$ cat config.mk
export PLATFORM = sky130hd
export DESIGN_NAME = uart_device_flat
export DESIGN_NICKNAME = d
export VERILOG_FILES = /design/src/rtl/uart_device_if.sv /design/src/rtl/uart_device.sv /design/src/flat_wrapper.sv
export SDC_FILE = /design/constraint.sdc
export NUM_CORES = 1
export LEC_CHECK = 0
export BUFFER_PORTS_ARGS = -buffer_cell sky130_fd_sc_hd__clkbuf_2
export CORE_MARGIN = 2
export CORE_UTILIZATION = 54
export CTS_CLUSTER_SIZE = 20
export DETAILED_ROUTE_END_ITERATION = 10
export GPL_TIMING_DRIVEN = 0
export PLACE_DENSITY_LB_ADDON = 0.12
export SLEW_MARGIN = 20
export SYNTH_ARGS = -nofsm -noshare
export SYNTH_HDL_FRONTEND = slang
export SYNTH_SLANG_ARGS = --single-unit
$ cat constraint.sdc
create_clock -name clock -period 3.9 [get_ports clock]
set_clock_uncertainty 0.15 [all_clocks]
set_input_delay 0.78 -clock clock [delete_from_list [all_inputs] [get_ports clock]]
set_output_delay 0.78 -clock clock [all_outputs]
set_load 0.02 [all_outputs]
$ cat src/rtl/uart_device_if.sv
// Device-bus bundle between the CPU core and the UART register window.
// The core drives the strobe, address and write data; the UART returns registered read data.
interface uart_device_if;
  logic        write_enable;
  logic [15:0] address;
  logic [15:0] data_in;
  logic [15:0] data_out;

  modport master (
    output write_enable,
    output address,
    output data_in,
    input  data_out
  );

  modport slave (
    input  write_enable,
    input  address,
    input  data_in,
    output data_out
  );
endinterface

$ cat src/rtl/uart_device.sv
// Memory-mapped 8N1 UART: STATUS / TX_DATA / RX_DATA / BAUD_DIV word registers, a one-byte
// transmit holding buffer feeding a shift FSM, and a mid-bit sampling receiver with a one-byte buffer.
module uart_device #(
  parameter logic [15:0] BASE_ADDR   = 16'h0010,
  parameter logic [15:0] DEFAULT_DIV = 16'd433
) (
  input  logic          clock,
  input  logic          reset,
  uart_device_if.slave  bus,
  input  logic          rx,
  output logic          tx
);

  typedef enum logic [1:0] {StIdle, StStart, StData, StStop} state_e;

  logic [15:0] baud_div;

  state_e      tx_state;
  logic [7:0]  tx_hold;
  logic        tx_full;
  logic [7:0]  tx_shift;
  logic [15:0] tx_cnt;
  logic [2:0]  tx_bit;
  logic        tx_load;

  logic        rx_meta;
  logic        rx_sync;
  state_e      rx_state;
  logic [15:0] rx_cnt;
  logic [2:0]  rx_bit;
  logic [7:0]  rx_shift;
  logic [7:0]  rx_byte;
  logic        rx_valid;
  logic        rx_overrun;
  logic        rx_frame_err;
  logic        rx_stop_done;
  logic        rx_store;
  logic        rx_overrun_set;
  logic        rx_frame_err_set;

  logic        sel;
  logic        wr_status;
  logic        wr_tx;
  logic        wr_pop;
  logic        wr_baud;
  logic [15:0] rd_data;

  assign sel       = (bus.address[15:2] == BASE_ADDR[15:2]);
  assign wr_status = bus.write_enable && sel && (bus.address[1:0] == 2'd0);
  assign wr_tx     = bus.write_enable && sel && (bus.address[1:0] == 2'd1);
  assign wr_pop    = bus.write_enable && sel && (bus.address[1:0] == 2'd2);
  assign wr_baud   = bus.write_enable && sel && (bus.address[1:0] == 2'd3);

  always_comb begin
    rd_data = 16'h0000;
    if (sel) begin
      unique case (bus.address[1:0])
        2'd0: rd_data = {11'h000, rx_frame_err, rx_overrun, rx_valid, tx_full,
                         (tx_state != StIdle)};
        2'd1: rd_data = 16'h0000;
        2'd2: rd_data = {8'h00, rx_byte};
        2'd3: rd_data = baud_div;
      endcase
    end
  end

  always_ff @(posedge clock or posedge reset) begin
    if (reset) begin
      baud_div     <= DEFAULT_DIV;
      bus.data_out <= 16'h0000;
    end else begin
      bus.data_out <= rd_data;
      if (wr_baud) begin
        baud_div <= (bus.data_in < 16'd3) ? 16'd3 : bus.data_in;
      end
    end
  end

  // Holding register hands over either from idle or at the very end of a stop bit.
  assign tx_load = tx_full && ((tx_state == StIdle) || ((tx_state == StStop) && (tx_cnt == 16'd0)));

  always_ff @(posedge clock or posedge reset) begin
    if (reset) begin
      tx_state <= StIdle;
      tx       <= 1'b1;
      tx_hold  <= 8'h00;
      tx_full  <= 1'b0;
      tx_shift <= 8'h00;
      tx_cnt   <= 16'd0;
      tx_bit   <= 3'd0;
    end else begin
      // A write racing the handover only lands if the buffer was already empty.
      if (tx_load) begin
        tx_full <= 1'b0;
      end else if (wr_tx && !tx_full) begin
        tx_full <= 1'b1;
        tx_hold <= bus.data_in[7:0];
      end
      case (tx_state)
        StIdle: begin
          if (tx_load) begin
            tx_shift <= tx_hold;
            tx       <= 1'b0;
            tx_cnt   <= baud_div;
            tx_state <= StStart;
          end
        end
        StStart: begin
          if (tx_cnt == 16'd0) begin
            tx       <= tx_shift[0];
            tx_shift <= {1'b0, tx_shift[7:1]};
            tx_bit   <= 3'd0;
            tx_cnt   <= baud_div;
            tx_state <= StData;
          end else begin
            tx_cnt <= tx_cnt - 16'd1;
          end
        end
        StData: begin
          if (tx_cnt == 16'd0) begin
            tx_cnt <= baud_div;
            if (tx_bit == 3'd7) begin
              tx       <= 1'b1;
              tx_state <= StStop;
            end else begin
              tx       <= tx_shift[0];
              tx_shift <= {1'b0, tx_shift[7:1]};
              tx_bit   <= tx_bit + 3'd1;
            end
          end else begin
            tx_cnt <= tx_cnt - 16'd1;
          end
        end
        StStop: begin
          if (tx_cnt == 16'd0) begin
            if (tx_load) begin
              tx_shift <= tx_hold;
              tx       <= 1'b0;
              tx_cnt   <= baud_div;
              tx_state <= StStart;
            end else begin
              tx_state <= StIdle;
            end
          end else begin
            tx_cnt <= tx_cnt - 16'd1;
          end
        end
        default: tx_state <= StIdle;
      endcase
    end
  end

  assign rx_stop_done     = (rx_state == StStop) && (rx_cnt == 16'd0);
  assign rx_store         = rx_stop_done && rx_sync && (!rx_valid || wr_pop);
  assign rx_overrun_set   = rx_stop_done && rx_sync && rx_valid && !wr_pop;
  assign rx_frame_err_set = rx_stop_done && !rx_sync;

  always_ff @(posedge clock or posedge reset) begin
    if (reset) begin
      rx_meta      <= 1'b1;
      rx_sync      <= 1'b1;
      rx_state     <= StIdle;
      rx_cnt       <= 16'd0;
      rx_bit       <= 3'd0;
      rx_shift     <= 8'h00;
      rx_byte      <= 8'h00;
      rx_valid     <= 1'b0;
      rx_overrun   <= 1'b0;
      rx_frame_err <= 1'b0;
    end else begin
      rx_meta <= rx;
      rx_sync <= rx_meta;

      if (rx_store) begin
        rx_valid <= 1'b1;
        rx_byte  <= rx_shift;
      end else if (wr_pop) begin
        rx_valid <= 1'b0;
      end
      if (rx_overrun_set) begin
        rx_overrun <= 1'b1;
      end else if (wr_status && bus.data_in[3]) begin
        rx_overrun <= 1'b0;
      end
      if (rx_frame_err_set) begin
        rx_frame_err <= 1'b1;
      end else if (wr_status && bus.data_in[4]) begin
        rx_frame_err <= 1'b0;
      end

      case (rx_state)
        StIdle: begin
          if (!rx_sync) begin
            // The detecting clock counts toward the half-bit wait.
            rx_cnt   <= {1'b0, baud_div[15:1]} - 16'd1;
            rx_state <= StStart;
          end
        end
        StStart: begin
          if (rx_cnt == 16'd0) begin
            if (rx_sync) begin
              rx_state <= StIdle;
            end else begin
              rx_cnt   <= baud_div;
              rx_bit   <= 3'd0;
              rx_state <= StData;
            end
          end else begin
            rx_cnt <= rx_cnt - 16'd1;
          end
        end
        StData: begin
          if (rx_cnt == 16'd0) begin
            rx_shift <= {rx_sync, rx_shift[7:1]};
            rx_cnt   <= baud_div;
            if (rx_bit == 3'd7) begin
              rx_state <= StStop;
            end else begin
              rx_bit <= rx_bit + 3'd1;
            end
          end else begin
            rx_cnt <= rx_cnt - 16'd1;
          end
        end
        StStop: begin
          if (rx_cnt == 16'd0) begin
            rx_state <= StIdle;
          end else begin
            rx_cnt <= rx_cnt - 16'd1;
          end
        end
        default: rx_state <= StIdle;
      endcase
    end
  end

endmodule

$ cat src/flat_wrapper.sv
// flat-port wrapper written by rule: the top's interface ports become plain ports
module uart_device_flat 
#(
  parameter logic [15:0] BASE_ADDR   = 16'h0010,
  parameter logic [15:0] DEFAULT_DIV = 16'd433
)
  (clock, reset, rx, tx, bus_write_enable, bus_address, bus_data_in, bus_data_out);
  uart_device_if bus_i ();
  input  logic clock;
  input  logic reset;
  input  logic rx;
  output logic tx;
  input wire logic [$bits(bus_i.write_enable)-1:0] bus_write_enable;
  input wire logic [$bits(bus_i.address)-1:0] bus_address;
  input wire logic [$bits(bus_i.data_in)-1:0] bus_data_in;
  output wire logic [$bits(bus_i.data_out)-1:0] bus_data_out;
  assign bus_i.write_enable = bus_write_enable;
  assign bus_i.address = bus_address;
  assign bus_i.data_in = bus_data_in;
  assign bus_data_out = bus_i.data_out;
  uart_device #(.BASE_ADDR(BASE_ADDR), .DEFAULT_DIV(DEFAULT_DIV)) u_core (.clock(clock), .reset(reset), .bus(bus_i), .rx(rx), .tx(tx));
endmodule
# == Yosys cells after proc, flatten, opt, wreduce, memory -nomap -nowiden ==
# Index checks and enable logic that the tools add are counted.
# word_totals
register_bits,113
in_bits,36
out_inout_bits,17
wordCells,153
# classes
addsub,5
magnitude_cmp,1
n_eq_ne,27
muxes,56
bitwise_logic,1
reduce_logical,44
# op_table
op,n
16-bit 2-to-1 mux,10
16-bit one-hot mux with 4 select lines,2
16-bit one-hot mux with 3 select lines,1
8-bit 2-to-1 mux,5
16-bit zero test,2
8-bit one-hot mux with 4 select lines,1
"16-bit by 1-bit subtractor with 16-bit output, second input constant",2
2-bit 2-to-1 mux,11
3-bit 2-to-1 mux,7
1-bit logical AND,16
"16-bit by 2-bit < comparator with 1-bit output, second input constant",1
2-bit one-hot mux with 4 select lines,2
"15-bit by 1-bit subtractor with 16-bit output, second input constant",1
5-bit AND reduction,3
"14-bit by 3-bit equality test with 1-bit output, second input constant",1
1-bit 2-to-1 mux,14
"2-bit by 1-bit != test with 1-bit output, second input constant",7
"2-bit != test, second input constant",7
2-bit nonzero test,7
"2-bit equality test, second input constant",6
3-bit one-hot mux with 2 select lines,2
4-bit AND reduction,2
"3-bit by 1-bit adder with 3-bit output, second input constant",2
"2-bit by 1-bit equality test with 1-bit output, second input constant",3
other kinds (10),19

# == Longest topological paths before layout ==
# Gate-level depths: netlist of run 1.
# depth
ltp_word,7
depth_mapped,9
mapped_depth_nobuf,7

# == Worst setup path after synthesis of run 1 ==
# OpenSTA, ideal clock, no wires.
# synth_path
path_type,input port to flip-flop
startpoint,input port bus_address[3]
endpoint,register u_core.rx_byte[0]
setup_time_ns,0.125
arrival_time_ns,2.441
required_time_ns,3.625
slack_ns,1.185
stages,6
path_buffers,1
path_cell_list,nor4b_1 -> nand4_1 -> o41ai_1 -> nor2b_1 -> buf_2 -> mux2_2
# synth_between
elab_chain_len,5
# synth_lines
item,line_no,rtl
start: declaration,flat_wrapper.sv:14,input wire logic [$bits(bus_i.address)-1:0] bus_address;
14-bit by 3-bit equality test with 1-bit output,uart_device.sv:48,assign sel = (bus.address[15:2] == BASE_ADDR[15:2]);
1-bit logical AND (2 in a row),uart_device.sv:51,assign wr_pop = bus.write_enable && sel && (bus.address[1:0] == 2'd2);
1-bit logical OR,uart_device.sv:154,assign rx_store = rx_stop_done && rx_sync && (!rx_valid || wr_pop);
1-bit logical AND,uart_device.sv:154,
end signal: assignment,uart_device.sv:176,rx_byte <= rx_shift;
end: declaration,uart_device.sv:32,logic [7:0] rx_byte;
# No other way between the ends.
# A chain may end at the register's enable or synchronous reset.

# == Worst setup path after layout of run 1 ==
# layout_path
startpoint,register u_core.rx_cnt[0]
endpoint,register u_core.rx_cnt[7]
# layout_between
elab_chain_len,3
elab_cells_between_ends,9
classes_between,add/sub: 1; eq/ne: 2; mux: 4; reduce/logical: 2
# layout_lines
item,line_no,rtl
start: declaration,uart_device.sv:29,logic [15:0] rx_cnt;
start signal: assignment,uart_device.sv:195,"rx_cnt <= {1'b0, baud_div[15:1]} - 16'd1;"
start signal: assignment,uart_device.sv:204,rx_cnt <= baud_div;
start signal: assignment,uart_device.sv:209,rx_cnt <= rx_cnt - 16'd1;
16-bit by 1-bit subtractor with 16-bit output or 16-bit zero test (tied branches),-,
"16-bit 2-to-1 mux, or another cell as far along",uart_device.sv:226,if (rx_cnt == 16'd0) begin
16-bit one-hot mux with 4 select lines or 3-bit AND reduction (tied branches),-,
# Parallel ways exist; a longest one is shown, timed or not. The select of a mux whose other input is x is not followed.

==> flow_metrics.tcl, run 1 <==
set metrics [dict create \
    cts.clk_slew.worst_paths_ps 50 \
    ys_seq_area_frac 0.450 \
    antenna_found_initial 0 \
    dr.pass1.iters 5 \
    r2r_start "u_core.rx_cnt[0]" \
    hold_viol_final 0 \
    fin_area_sq_um 7390 \
    synthMuxAreaShare 0.125 \
    clockRootBuffer "clkbuf_16" \
    clock_path_buffers 2 \
    postPlaceCellArea_sq_um 6850 \
    synthToLayoutAreaGrowth_pct 17.0 \
    viasPerCell 6.30 \
    post-route-period-util 0.823 \
    reg2reg_depth 8 \
    tightest_slew_ps 829 \
    p_leak_uw 0.00343 \
    worstPathArrival_ps 3360 \
    async_flop_share 1.00 \
    die_x_um 112 \
    drv_slew 0 \
    fill_cells 929 \
    hp-class "reg2reg" \
    synth_area_leaders "dfrtp_1 (42%), mux2_2 (9.8%), ha_1 (3.6%)" \
    rsz0062_at_grt "no" \
    cellPowerDensity_nw_per_um2 620 \
    synth_ff_type "dfrtp_1" \
    start_util 0.553 \
    wirelength_um 16700 \
    cts_resized 0 \
    yosysTopAreaCellShare 0.416 \
    postCtsSetupRepairBufs 0 \
    synthSimpleGateAreaFrac 0.166 \
    overflow 0 \
    core.rowCount 39 \
    hold_depth 0 \
    start_kind "flip-flop" \
    io_buffers 52 \
    grt_pass1_vias 5247 \
    htree_levels 4 \
    synth_cells 611 \
    clk_latency_ps 420 \
    cp.depth 8 \
    end_kind "flip-flop" \
    dp_hpwl_um 12100 \
    synth-xor-area-share 0.0305 \
    core_region_area_sq_um 11400 \
    timing.rr.end "u_core.rx_cnt[7]" \
    crit_path_end "u_core.rx_cnt[7]" \
    postCtsHoldBufs 0 \
    synth_area_sq_um 6310 \
    cp_max_fo 10 \
    slowest_stage "o311ai_2" \
    cp_top_family "compound AO/OA/AOI/OAI gates" \
    synth-edff-count 0 \
    wl_per_cell_um 19.8 \
    synthAdderAreaFrac 0.0357 \
    numCtsBuffers 17 \
    num_vias 5303 \
    yosys_register_bits 113 \
    syn_nets 665 \
    grt_max_degree 29 \
    pin_count 53 \
    path_class "reg2reg" \
    peakVddDrop_uv 542 \
    path_cells "inv_1 -> ha_1 -> nor4b_2 -> nand3_1 -> o311ai_2 -> clkbuf_1 -> a21oi_1 -> a22o_1" \
    r2r_setup_slack_ps 690 \
    dr.first_iter.drc_count 423 \
    final_nets 740 \
    layout_commonest_cell "dfrtp_1" \
    setup_viol 0 \
    cap_violations 0 \
    synth_compound_area_frac 0.153 \
    die_h_um 112 \
    num_antenna_cells 0 \
    seq_area_sq_um 2840 \
    tns_ps 0 \
    final_cell_mix "dfrtp_1 (105), mux2_2 (55), clkbuf_2 (52)" \
    avgSynthCellArea_sq_um 10.3 \
    slowest_delay_ps 570 \
    synth_area_leader_cell "dfrtp_1" \
    track_usage 0.277 \
    cts_tree "done" \
    gp_congestion 0.931 \
    layout-drive-gt1-share 0.240 \
    worst-endpoint-required_ps 4050 \
    ys_warn_count 0 \
    relSlewSlack 0.443 \
    drc 0 \
    max_freq_mhz 311 \
    period_minus_slack_ps 3210 \
    ant_nets 0 \
    multiInputGateArea_sq_um 3220 \
    cts.sinks 113 \
    fp.dieArea_sq_um 12600 \
    status "finished clean" \
    grt_pass1_wl_um 27500 \
    critical_path.startpoint "u_core.rx_cnt[0]" \
    path_buf_inv 2 \
    synth_top_family_by_area "simple AND/OR/NAND/NOR gates" \
    synthDistinctLibCells 65 \
    final_util 0.647 \
]
-- per-stage QoR --
| stage | instances | setup slack (ps) | power, uW | hold WS, ps |
|---|---|---|---|---|
| global route | 842 | 491 | 4860 | 214 |
| CTS | 842 | 813 | 4570 | 208 |
| global placement | 806 | 716 | 3100 | 198 |
| floorplan | 611 | 1180 | 2740 | 195 |
| detailed placement | 810 | 622 | 3150 | 200 |
| finish | 842 | 690 | 4580 | 208 |
-- area by class of cell --
| type | instances | area share |
|---|---|---|
| clock inverters | 14 | 0.0147 |
| flip-flops and latches | 113 | 0.384 |
| clock buffers | 18 | 0.0581 |
| inverters | 29 | 0.0152 |
| well taps | 143 | 0.0242 |
| plain buffers | 35 | 0.0190 |
| multi-input cells | 434 | 0.436 |
| repair buffers | 56 | 0.0481 |
-- state kept, by name, indices dropped and copies added (netlist names), named ones only --
signal               cells
u_core.baud_div         16
u_core.bus.data_out     16
u_core.rx_cnt           16
u_core.tx_cnt           16
u_core.rx_byte           8
u_core.rx_shift          8
u_core.tx_hold           8
u_core.tx_shift          8
u_core.rx_bit            3
u_core.tx_bit            3
u_core.tx_state          2
u_core.rx_frame_err      1
u_core.rx_meta           1
u_core.rx_overrun        1
u_core.rx_state          1
u_core.rx_sync           1
u_core.rx_valid          1
u_core.tx                1
u_core.tx_full           1
-- cell usage after synthesis, drive strengths merged (15+ instances only) --
| cell type | number |
|---|---|
| a21oi | 23 |
| a221o | 17 |
| clkbuf | 27 |
| dfrtp | 105 |
| ha | 18 |
| inv | 29 |
| mux2 | 57 |
| mux2i | 15 |
| nand2 | 28 |
| nand3 | 18 |
| nor2 | 50 |
| nor4 | 21 |
| o21ai | 19 |
-- worst register-to-register path, delay by kind of cell, from the launching register on --
kind / cells / cell delay (ps)
simple gates: 2 / 780
flops: 1 / 430
buf+inv: 2 / 630
compound gates: 3 / 890
fa+ha+maj: 1 / 220
-- worst min path at each step --
stage | startpoint | endpoint | slack (ps)
finish | u_core.rx_meta | u_core.rx_sync | 210
floorplan | u_core.rx_meta | u_core.rx_sync | 200
global route | u_core.rx_meta | u_core.rx_sync | 210
global placement | u_core.rx_meta | u_core.rx_sync | 200
CTS | u_core.rx_meta | u_core.rx_sync | 210
detailed placement | u_core.rx_meta | u_core.rx_sync | 200
-- logic make-up after synthesis --
| kind of cell | count (synthesis) |
|---|---|
| AOI/OAI and AO/OA | 131 |
| and+or+nand+nor | 191 |
| muxes | 72 |
| adders and majority gates | 18 |
| xor gates and xnor gates | 22 |
| DFF | 113 |
| buffers and inverters | 64 |
-- metal layers --
layer  track usage  vias to the layer above  part of all wire
li1              -                     2459                 -
met4        0.0992                        0             0.017
met5             0                        -                 0
met2         0.437                      208              0.47
met3        0.0524                       32             0.064
met1         0.386                     2604              0.45
-- report_power, final --
| part | internal [uW] | switching [uW] | leakage, uW | total, uW |
|---|---|---|---|---|
| combinational | 651 | 933 | 0.00170 | 1580 |
| clock | 815 | 578 | 0.000249 | 1390 |
| sequential | 1360 | 244 | 0.00148 | 1610 |
Note: power is estimated with default switching activity, not from simulation.
==> inputs of run 2 (changes only) <==
Clock period 3.9 ns to 2.9 ns, I/O delays scaled along.
==> run 2 against run 1 <==
Effect of this change:
- register-to-register slack worse by 600 ps
- via count is 0.49% higher
- combinational power rose by 40%
- sequential share of layout area fell by 0.49 points
- largest cell class unchanged
- highest routed layer unchanged
- global-route usage is essentially flat
- sequential power grew 35%
==> flow_metrics.tcl, run 2 (synthesis results as in run 1) <==
set metrics [dict create \
    num_vias 5329 \
    grt_pass1_vias 5260 \
    fp.dieArea_sq_um 12600 \
    status "finished clean" \
    wl_per_cell_um 19.9 \
    ant_nets 0 \
    dp_hpwl_um 12100 \
    r2r_start "u_core.rx_cnt[0]" \
    slowest_delay_ps 430 \
    total_power_uw 6270 \
    final_nets 743 \
    clock_path_buffers 2 \
    end_kind "flip-flop" \
    antenna_found_initial 0 \
    drv_slew 0 \
    core_region_area_sq_um 11400 \
    die_x_um 112 \
    tightest_slew_ps 840 \
    numCtsBuffers 17 \
    cp_max_fo 8 \
    layout_commonest_cell "dfrtp_1" \
    cellPowerDensity_nw_per_um2 837 \
    io_buffers 52 \
    post-route-period-util 0.970 \
    max_freq_mhz 355 \
    postPlaceCellArea_sq_um 6850 \
    final_cell_mix "dfrtp_1 (105), mux2_2 (55), clkbuf_2 (53)" \
    grt_pass1_wl_um 27500 \
    worst-endpoint-required_ps 3050 \
    fin_area_sq_um 7480 \
    grt_max_degree 29 \
    fill_cells 918 \
    cap_violations 0 \
    pin_count 53 \
    p_leak_uw 0.00348 \
    path_cells "inv_1 -> ha_1 -> nor4b_4 -> nand4_1 -> or2_2 -> nor2b_1 -> buf_2 -> mux2_2" \
    drc 0 \
    hp-class "in2async" \
    start_kind "flip-flop" \
    setup_viol 0 \
    cts.clk_slew.worst_paths_ps 50 \
    period_minus_slack_ps 2810 \
    r2r_setup_slack_ps 90 \
    tns_ps 0 \
    wirelength_um 16800 \
    num_antenna_cells 0 \
    htree_levels 4 \
    track_usage 0.277 \
    slowest_stage "dfrtp_1" \
    core.rowCount 39 \
    timing.rr.end "u_core.rx_byte[5]" \
    overflow 0 \
    dr.first_iter.drc_count 438 \
    reg2reg_depth 8 \
    hold_viol_final 0 \
    clk_latency_ps 420 \
    die_h_um 112 \
    cts.sinks 113 \
    relSlewSlack 0.439 \
    peakVddDrop_uv 727 \
    layout-drive-gt1-share 0.256 \
    start_util 0.553 \
    holdWs_ps 52.3 \
    dr.pass1.iters 5 \
    synthToLayoutAreaGrowth_pct 18.6 \
    path_class "reg2reg" \
    viasPerCell 6.31 \
    postCtsHoldBufs 0 \
    clockRootBuffer "clkbuf_16" \
    gp_congestion 0.931 \
    cts_tree "done" \
    worstPathArrival_ps 2970 \
]
[run 2: cell types whose count changed in the layout (fill, tap and decap cells not counted), sizes merged]
cell / change
buf: +4
clkbuf: -1
[run 2: cell type report]
class / count / area, sq um / share of cell area
well taps: 143 / 179 / 0.0239
clock buffers: 18 / 429 / 0.0573
inverters: 29 / 113 / 0.0150
plain buffers: 35 / 145 / 0.0194
flip-flops and latches: 113 / 2840 / 0.379
clock inverters: 14 / 109 / 0.0145
multi-input cells: 434 / 3290 / 0.440
repair buffers: 59 / 378 / 0.0505
[run 2: worst max path at each step]
stage                           from            endpoint  slack (ps)
global placement    u_core.rx_cnt[0]    u_core.rx_cnt[7]        -240
CTS                 u_core.rx_cnt[8]   u_core.rx_byte[5]          40
floorplan           u_core.rx_cnt[0]   u_core.rx_cnt[11]         360
detailed placement    bus_address[3]  u_core.baud_div[1]        -180
finish              u_core.rx_cnt[0]   u_core.rx_byte[5]          90
global route        u_core.rx_cnt[0]    u_core.rx_cnt[4]       -0.08
[run 2: worst max-delay path, delay by kind of cell, from the launching register on]
| family | cells | cell delay, ps |
|---|---|---|
| DFF | 1 | 430 |
| buffers and inverters | 2 | 340 |
| adders and majority gates | 1 | 230 |
| and+or+nand+nor | 4 | 1200 |
| muxes | 1 | 360 |
[run 2: stage by stage]
stage / setup WS [ps] / std cells / util
6_report: 86.0 / 845 / 0.655
2_1_floorplan: 357 / 611 / -
5_1_grt: -0.0819 / 845 / 0.655
3_3_place_gp: -241 / 806 / 0.591
4_1_cts: 37.3 / 842 / 0.648
3_5_place_dp: -178 / 810 / 0.600
[run 2: routing by layer]
metal | wire length (um) | vias up | track usage
li1 | - | 2463 | -
met1 | 7450 | 2607 | 0.387
met2 | 7830 | 227 | 0.435
met3 | 1240 | 32 | 0.0529
met4 | 307 | 0 | 0.102
met5 | 0 | - | 0
[run 2: power breakdown]
part | total, uW | internal (uW) | switching (uW) | leakage [uW]
Sequential | 2180 | 1830 | 347 | 0.00148
Combinational | 2210 | 922 | 1290 | 0.00176
Clock | 1870 | 1100 | 779 | 0.000249
[run 2: repair_timing]
action | CTS | global route
setup endpoints to repair | 25 | 51
gates resized for setup | 4 | 12
pin swaps | 1 | 2
buffers inserted | 0 | 3
cloned | 0 | 0
